**src/rtl/cmp_result_tally.sv**
```systemverilog
// Windowed tally of one-hot comparator results (g/e/l).
// Each report gives per-class counts, the illegal-pattern count and the longest run.
module cmp_result_tally #(
  parameter int WINDOW = 16,
  parameter int CW     = 8
) (
  input  logic          clk,
  input  logic          rst_n,
  input  logic          in_valid,
  input  logic          g,
  input  logic          e,
  input  logic          l,
  output logic          in_ready,
  output logic          out_valid,
  input  logic          out_ready,
  output logic [CW-1:0] cnt_g,
  output logic [CW-1:0] cnt_e,
  output logic [CW-1:0] cnt_l,
  output logic [CW-1:0] cnt_bad,
  output logic [CW-1:0] max_run
);

  localparam int WW = $clog2(WINDOW + 1);
  localparam logic [WW-1:0] WIN_LAST = WW'(WINDOW - 1);
  localparam logic [CW-1:0] ONE      = CW'(1);

  typedef enum logic {ACC = 1'b0, REPORT = 1'b1} state_t;
  typedef enum logic [1:0] {RES_NONE, RES_G, RES_E, RES_L} res_t;

  state_t        state_reg, state_next;
  res_t          last_res_reg, last_res_next;
  res_t          res;
  logic          legal;
  logic [CW-1:0] cnt_g_reg, cnt_g_next;
  logic [CW-1:0] cnt_e_reg, cnt_e_next;
  logic [CW-1:0] cnt_l_reg, cnt_l_next;
  logic [CW-1:0] cnt_bad_reg, cnt_bad_next;
  logic [CW-1:0] cur_run_reg, cur_run_next;
  logic [CW-1:0] max_run_reg, max_run_next;
  logic [WW-1:0] win_reg, win_next;

  always_comb begin
    res   = RES_NONE;
    legal = 1'b0;
    case ({g, e, l})
      3'b100:  begin res = RES_G; legal = 1'b1; end
      3'b010:  begin res = RES_E; legal = 1'b1; end
      3'b001:  begin res = RES_L; legal = 1'b1; end
      default: begin res = RES_NONE; legal = 1'b0; end
    endcase
  end

  always_comb begin
    state_next    = state_reg;
    last_res_next = last_res_reg;
    cnt_g_next    = cnt_g_reg;
    cnt_e_next    = cnt_e_reg;
    cnt_l_next    = cnt_l_reg;
    cnt_bad_next  = cnt_bad_reg;
    cur_run_next  = cur_run_reg;
    max_run_next  = max_run_reg;
    win_next      = win_reg;
    case (state_reg)
      ACC: begin
        if (in_valid) begin
          win_next = win_reg + 1'b1;
          if (legal) begin
            if (res == RES_G) cnt_g_next = cnt_g_reg + ONE;
            if (res == RES_E) cnt_e_next = cnt_e_reg + ONE;
            if (res == RES_L) cnt_l_next = cnt_l_reg + ONE;
            // last_res is NONE after an illegal sample, so that never extends a run
            cur_run_next  = (res == last_res_reg) ? cur_run_reg + ONE : ONE;
            last_res_next = res;
            if (cur_run_next > max_run_reg) max_run_next = cur_run_next;
          end else begin
            cnt_bad_next  = cnt_bad_reg + ONE;
            cur_run_next  = '0;
            last_res_next = RES_NONE;
          end
          if (win_reg == WIN_LAST) state_next = REPORT;
        end
      end
      REPORT: begin
        // Inputs are ignored here, including on the handshake edge
        if (out_ready) begin
          state_next    = ACC;
          last_res_next = RES_NONE;
          cnt_g_next    = '0;
          cnt_e_next    = '0;
          cnt_l_next    = '0;
          cnt_bad_next  = '0;
          cur_run_next  = '0;
          max_run_next  = '0;
          win_next      = '0;
        end
      end
      default: state_next = ACC;
    endcase
  end

  always_ff @(posedge clk or negedge rst_n) begin
    if (!rst_n) begin
      state_reg    <= ACC;
      last_res_reg <= RES_NONE;
      cnt_g_reg    <= '0;
      cnt_e_reg    <= '0;
      cnt_l_reg    <= '0;
      cnt_bad_reg  <= '0;
      cur_run_reg  <= '0;
      max_run_reg  <= '0;
      win_reg      <= '0;
    end else begin
      state_reg    <= state_next;
      last_res_reg <= last_res_next;
      cnt_g_reg    <= cnt_g_next;
      cnt_e_reg    <= cnt_e_next;
      cnt_l_reg    <= cnt_l_next;
      cnt_bad_reg  <= cnt_bad_next;
      cur_run_reg  <= cur_run_next;
      max_run_reg  <= max_run_next;
      win_reg      <= win_next;
    end
  end

  assign in_ready  = (state_reg == ACC);
  assign out_valid = (state_reg == REPORT);
  assign cnt_g     = cnt_g_reg;
  assign cnt_e     = cnt_e_reg;
  assign cnt_l     = cnt_l_reg;
  assign cnt_bad   = cnt_bad_reg;
  assign max_run   = max_run_reg;

endmodule

```
**config.mk**
```make
export PLATFORM = sky130hd
export DESIGN_NAME = cmp_result_tally
export DESIGN_NICKNAME = d
export VERILOG_FILES = /design/src/rtl/cmp_result_tally.sv
export SDC_FILE = /design/constraint.sdc
export NUM_CORES = 1
export LEC_CHECK = 0
export CAP_MARGIN = 30
export CORE_AREA = 2 2 90 66
export DETAILED_ROUTE_END_ITERATION = 6
export DIE_AREA = 0 0 92 68
export GPL_TIMING_DRIVEN = 0
export PLACE_DENSITY = 0.81
export SLEW_MARGIN = 5
export SYNTH_ARGS = -nofsm -noshare
export SYNTH_HDL_FRONTEND = slang
export SYNTH_SLANG_ARGS = --single-unit
```
**constraint.sdc**
```tcl
create_clock -name clk -period 7.19 [get_ports clk]
set_input_delay 1.438 -clock clk [delete_from_list [all_inputs] [get_ports clk]]
set_output_delay 1.438 -clock clk [all_outputs]
set_load 0.05 [all_outputs]
```
==> impl_results.md, run 1 <==
* Status: finished clean
* DIE HEIGHT at 68 um
* Clock transition at path regs at 0.10 ns
* Crit path DAT at 5.32 ns
* R2r setup slk at 3.40 ns
* Crit-path max FO at 9
* Cell Chain, Critical Path: clkdlybuf4s50_1, or2b_1, o32a_1, o22ai_1, nand2_1, inv_1, ha_1, a21oi_1, a31oi_1, a2111oi_2, or2_1, buf_6, o31ai_2
* Placer Congestion at 0.816
* Sw Share at 44.0%
* Initial Util at 55.4%
* Via/cell ratio at 5.76
* Final setup violation count at 0
* Diode count at 0
* Synth top cells by count: dfrtp_1, nand2_1, nor2_1
* DR WL/cell at 16.0 um
* Post-synth EDFFs at 0
* Max Buffers Root-to-Sink at 2
* Async set-or-reset flop fraction in the synthesized netlist at 100%
* First-pass GRT wire length at 11.6 mm
* CTS Sinks at 56
* Share of layout cells above drive strength 1 at 7.24%
* Core Region at 0.00547 mm^2
* Max Transition Viols Final at 0
* Worst setup path start: l
* Synth area leader: dfrtp_1
* Critical Path Max Stage Delay at 0.92 ns
* Drt initial violations at 126
* Initial antenna violation count at 0
* Fin. Hold Viols at 0
* Syn nets at 340
* Cell Area, Placed at 0.00360 mm^2
* DR pass1 iterations at 4
* H-tree depth at 2
* Net Switching at 465 uW
* Cell area after layout at 0.00369 mm^2
* CTS tree: built
* Clk_skew at 0.0126 ns
* Number of I/O port buffers at 46
* Setup_tns at 0 ns
* VDD IR max at 202 uV
* Inserted Clock Buffers at 5
* Row cnt at 23
* Syn avg cell area at 9.52 um^2
* Postcts setup bufs at 0
* Unrepaired setup endpoints after global routing: no
* Io pins at 49
* Clk_lat worst skew at 0.31 ns
* DP HPWL at 5.18 mm
* Post-synth top area share at 46.3%
* Ys flop type: dfrtp_1
* CP Launch Type: primary input
* Horiz. Die Dim at 92 um
* Least-Margin Pin Slew at 0.999 ns
* CP Capture Type: flop
* Period utilization at 71.5%
* Flop and latch count out of synthesis at 56
* DRC viols at 0
* CP top delay family: compound AO/OA/AOI/OAI gates
* Gr ovfl total at 0
* Critical path required time at 7.37 ns
* Internal power at 591 uW
* GRT Util Overall at 24.0%
* Area Overhead vs Synth at 21.8%
* Leak at 0.00165 uW
* Pwr dens at 286 mW/mm^2
* Vias in the first global route at 2370
* Largest cells by area after synthesis: dfrtp_1, ha_1, nand2_1, xor2_1, nor2_1
* Comb pwr share at 41.3%
* Hold bufs inserted after CTS at 0
* Worst Path Buf+Inv at 3
* Antenna-violating nets left at 0
* Reg power frac at 42.1%
* Tot Pwr at 1060 uW
* Max-cap viol count at 0
* FMAX at 0.194 GHz
* Largest net degree at the start of global routing at 32
* Root buf cell: clkbuf_8
* Sequential area share after synthesis at 46.3%
* Worst hold path type: reg -> reg
* Setup CP Type: in -> reg
* Synth warnings at 0
* Mapped Cells at 318
* Hold path startpoint: win_reg[3]
* CTS resizes at 0
* Final-layout fill cell count at 427
* Slowest CP cell: a2111oi_2
* Nets at 394
* Clk pwr share at 16.7%
* Worst reg2reg startpoint: last_res_reg[0]
* Overall routed net length at 7.18 mm
* Relative slew slack at 33.3%
* Die ar. at 0.00626 mm^2
* Syn Std Cell Area at 0.00303 mm^2
* Post-synth cell types at 43
* Most frequent cell after synthesis: dfrtp_1
* Routed vias at 2581
* Post-layout minimum cycle time at 5.14 ns
-- per-layer routing --
metal / up-vias / track usage (%) / part of all wire, %
met5: - / 0 / 0
met3: 6 / 3.41 / 3.9
met4: 0 / 7.46 / 0.99
met1: 1289 / 35.1 / 50
li1: 1229 / - / -
met2: 57 / 37.6 / 45
-- per-stage QoR --
| step | utilization [%] | hold slack, ns | setup slack, ns | instances |
|---|---|---|---|---|
| 2_1_floorplan | - | 0.449 | 2.94 | 318 |
| 3_3_place_gp | 65.5 | 0.463 | 1.92 | 439 |
| 3_5_place_dp | 65.8 | 0.471 | 1.79 | 440 |
| 4_1_cts | 67.5 | 0.498 | 2.12 | 448 |
| 5_1_grt | 67.5 | 0.528 | 1.83 | 448 |
| 6_report | 67.5 | 0.508 | 2.05 | 448 |
-- cell type report --
cell class	instances	area, um^2	area share [%]
inverters	19	71.3	1.93
multi-input cells	231	1490	40.4
well taps	75	93.8	2.54
clock buffers	5	68.8	1.87
repair buffers	47	475	12.9
plain buffers	12	63.8	1.73
clock inverters	3	22.5	0.611
flip-flops and latches	56	1400	38.0
-- layout by cell type, fill, tap and decap left out, types with 3 or more instances in the layout --
master / instances
clkbuf_8: 5
a211oi_1: 4
inv_1: 18
and3_1: 6
nand3_1: 20
o221ai_1: 7
nand2_1: 43
o31ai_2: 8
o21ai_0: 20
nor2_1: 27
o211ai_1: 3
dfrtp_1: 56
o31ai_1: 4
ha_1: 15
clkdlybuf4s50_1: 45
xnor2_1: 10
xor2_1: 18
nand4_1: 11
and2_1: 3
buf_2: 4
clkbuf_1: 5
a21oi_1: 8
-- cell families after synthesis --
| group | after synthesis | share of synthesized area, % |
|---|---|---|
| AOI/OAI and AO/OA | 64 | 15.5 |
| xor gates and xnor gates | 28 | 8.10 |
| adders and majority gates | 16 | 6.53 |
| buffers and inverters | 31 | 4.46 |
| DFF | 56 | 46.3 |
| and+or+nand+nor | 123 | 19.1 |
-- worst paths after layout --
check,to,cells after the start
min in group asynchronous,max_run[1],1
min reg2reg,win_reg[3],1
max reg2reg,max_run[6],12
max,max_run[6],13
min,win_reg[3],1
max in group asynchronous,win_reg[2],2
-- worst register-to-register path: cells and delay by family, from the launching register on --
family	cells	cell delay (ns)
DFF	1	0.43
adders and majority gates	1	0.26
xor gates and xnor gates	1	0.16
and+or+nand+nor	2	0.45
AOI/OAI and AO/OA	6	2.09
buffers and inverters	2	0.26
-- power groups by stage --
stage / Sequential (uW) / Clock (uW) / Combinational, uW
finish: 444 / 176 / 436
global route: 452 / 192 / 467
CTS: 441 / 179 / 437
detailed placement: 446 / 0 / 433
global placement: 443 / 0 / 421
floorplan: 584 / 0 / 143
No activity file was read; power rests on OpenSTA's default activity.
==> run 2, diff against run 1 <==
--- a/config.mk
+++ b/config.mk
@@ -6,11 +6,11 @@
 export NUM_CORES = 1
 export LEC_CHECK = 0
 export CAP_MARGIN = 30
-export CORE_AREA = 2 2 90 66
+export CORE_AREA = 2 2 98 72
 export DETAILED_ROUTE_END_ITERATION = 6
-export DIE_AREA = 0 0 92 68
+export DIE_AREA = 0 0 100 74
 export GPL_TIMING_DRIVEN = 0
-export PLACE_DENSITY = 0.81
+export PLACE_DENSITY = 0.71
 export SLEW_MARGIN = 5
 export SYNTH_ARGS = -nofsm -noshare
 export SYNTH_HDL_FRONTEND = slang
==> constraint.sdc (replaced) <==
create_clock -name clk -period 4.14 [get_ports clk]
set_input_delay 0.828 -clock clk [delete_from_list [all_inputs] [get_ports clk]]
set_output_delay 0.828 -clock clk [all_outputs]
set_load 0.05 [all_outputs]
==> run 2 against run 1 <==
Non-clock buffer count grew 1. Core utilization is 9.8 points lower. Clock power grew 100%. Sequential power rose by 73%. Die area rose by 18%. Combinational power increased by 75%. Wire length down 0.75%. Largest cell class unchanged. Highest routed layer unchanged. Clock-buffer cell count did not move. Global-route usage decreased by 3.2 points. Setup slack worse by 1.8 ns. Design area grew 1.7%.
==> impl_results.md, run 2 (synthesis results as in run 1) <==
* Share of layout cells above drive strength 1 at 7.75% (+0.52 points)
* Routed vias at 2545 (-1.4%)
* Status: finished clean
* DP HPWL at 5.22 mm (+0.67%)
* Comb pwr share at 40.4% (-0.9 points)
* R2r setup slk at 0.97 ns (-2.43 ns)
* Net Switching at 795 uW (+71%)
* Max Transition Viols Final at 0 (unchanged)
* Diode count at 0 (unchanged)
* Setup CP Type: in -> reg
* CTS tree: built
* Clock transition at path regs at 0.10 ns (about the same)
* Clk pwr share at 19.0% (+2.3 points)
* Number of I/O port buffers at 46 (unchanged)
* Internal power at 1090 uW (+85%)
* Placer Congestion at 0.813 (-0.36%)
* Crit-path max FO at 9 (unchanged)
* Nets at 395 (+0.25%)
* Period utilization at 94.7%
* FMAX at 0.255 GHz
* CP Launch Type: primary input
* Drt initial violations at 144 (+14%)
* Root buf cell: clkbuf_8
* Clk_lat worst skew at 0.31 ns (about the same)
* Leak at 0.00167 uW (+1.1%)
* Setup_tns at 0 ns (unchanged)
* DRC viols at 0 (unchanged)
* Critical path required time at 4.35 ns (-3.02 ns)
* Inserted Clock Buffers at 5 (unchanged)
* Commonest non-fill, non-tap cell in the layout: dfrtp_1
* Final-layout fill cell count at 588 (+38%)
* Sw Share at 42.1% (-1.9 points)
* Crit path DAT at 4.13 ns (-1.19 ns)
* Pwr dens at 503 mW/mm^2 (+76%)
* Relative slew slack at 42.6% (+9.4 points)
* DIE HEIGHT at 74 um (+8.8%)
* Reg power frac at 40.6% (-1.5 points)
* Row cnt at 25 (+8.7%)
* Least-Margin Pin Slew at 0.860 ns (-0.139 ns)
* Most frequent cells in the layout: dfrtp_1, clkdlybuf4s50_1, nand2_1
* DR pass1 iterations at 4 (unchanged)
* First-pass GRT wire length at 12.0 mm (+3.3%)
* Max Buffers Root-to-Sink at 2 (unchanged)
* Via/cell ratio at 5.59 (-2.9%)
* Gr ovfl total at 0 (unchanged)
* Reg-to-Reg End: max_run[6]
* GRT Util Overall at 20.8% (-3.2 points)
* Hold path startpoint: win_reg[3]
* Overall routed net length at 7.13 mm (-0.75%)
* Final setup violation count at 0 (unchanged)
* Vias in the first global route at 2487 (+4.9%)
* Tot Pwr at 1890 uW (+79%)
* CP Capture Type: flop
* Io pins at 49 (unchanged)
* Worst Reg-to-Reg Cells at 13 (+1)
* Hold Path End: win_reg[3]
* Die ar. at 0.00740 mm^2 (+18%)
* Worst reg2reg startpoint: last_res_reg[0]
* VDD IR max at 258 uV (+28%)
* Initial Util at 46.5% (-8.8 points)
* Worst hold path type: reg -> reg
* Antenna-violating nets left at 0 (unchanged)
* Area Overhead vs Synth at 23.8%
* Post-layout minimum cycle time at 3.92 ns
* Max-cap viol count at 0 (unchanged)
* CTS Sinks at 56 (unchanged)
* Unrepaired setup endpoints after global routing: no
* Initial antenna violation count at 0 (unchanged)
* Fin. Hold Viols at 0 (unchanged)
* Core Region at 0.00651 mm^2 (+19%)
* Hold Crit Depth at 1 (unchanged)
* Largest net degree at the start of global routing at 36 (+13%)
* DR WL/cell at 15.7 um (-2.3%)
* Horiz. Die Dim at 100 um (+8.7%)
* H-tree depth at 2 (unchanged)
* Clk_skew at 0.00896 ns (-0.00364 ns)
==> run 2: cell type report <==
type | instances | area (um^2) | share of cell area, %
multi-input cells | 231 | 1510 | 40.3
flip-flops and latches | 56 | 1400 | 37.4
repair buffers | 48 | 490 | 13.1
well taps | 81 | 101 | 2.70
inverters | 19 | 71.3 | 1.90
clock buffers | 5 | 68.8 | 1.84
plain buffers | 12 | 63.8 | 1.70
clock inverters | 3 | 42.5 | 1.13
==> run 2: worst max path at each step <==
stage / startpoint / endpoint
3_3_place_gp: l / max_run[6]
5_1_grt: l / max_run[5]
6_report: l / max_run[6]
2_1_floorplan: g / max_run[0]
3_5_place_dp: l / max_run[6]
4_1_cts: l / max_run[6]
==> run 2: repair_timing <==
action                                  in CTS  in global routing
hold buffers                                 0                  0
buffers inserted                             0                  1
resized for setup                            2                  0
endpoints found under the setup margin       8                  8
pin swaps                                    0                  1
==> run 2: stage by stage <==
step           util, %  setup WS (ns)  hold slack [ns]  instance area (um^2)  instances
2_1_floorplan        -          0.497            0.449                  3030        318
3_3_place_gp      55.2         -0.561            0.462                  3590        445
3_5_place_dp      55.5         -0.622            0.476                  3610        446
4_1_cts           57.5          0.158            0.491                  3740        454
5_1_grt           57.6         0.0610            0.536                  3750        455
6_report          57.6          0.220            0.488                  3750        455
==> run 2: worst max-delay path: stages <==
cell	delay, ns
clkdlybuf4s50_1	0.62
or2b_1	0.30
o32a_1	0.21
o22ai_2	0.36
nand2_1	0.20
inv_1	0.10
ha_1	0.28
nand4_1	0.13
nor2_1	0.06
or3_1	0.32
buf_6	0.15
or2_1	0.23
buf_6	0.15
o31ai_2	0.18
==> run 2: layer usage <==
metal | share of wire [%] | routed length [um] | vias up | GRT usage, %
met5 | 0 | 0 | - | 0
met4 | 1.1 | 79 | 0 | 7.00
met3 | 6.0 | 427 | 7 | 3.29
met2 | 43 | 3090 | 84 | 30.8
met1 | 50 | 3530 | 1229 | 31.5
li1 | - | - | 1225 | -
==> run 2: power by group through the flow <==
stage               Clock [uW]  Sequential [uW]  Combinational, uW
global placement             0              770                731
global route               390              787                823
finish                     358              766                763
detailed placement           0              773                750
CTS                        368              765                761
floorplan                    0             1010                249
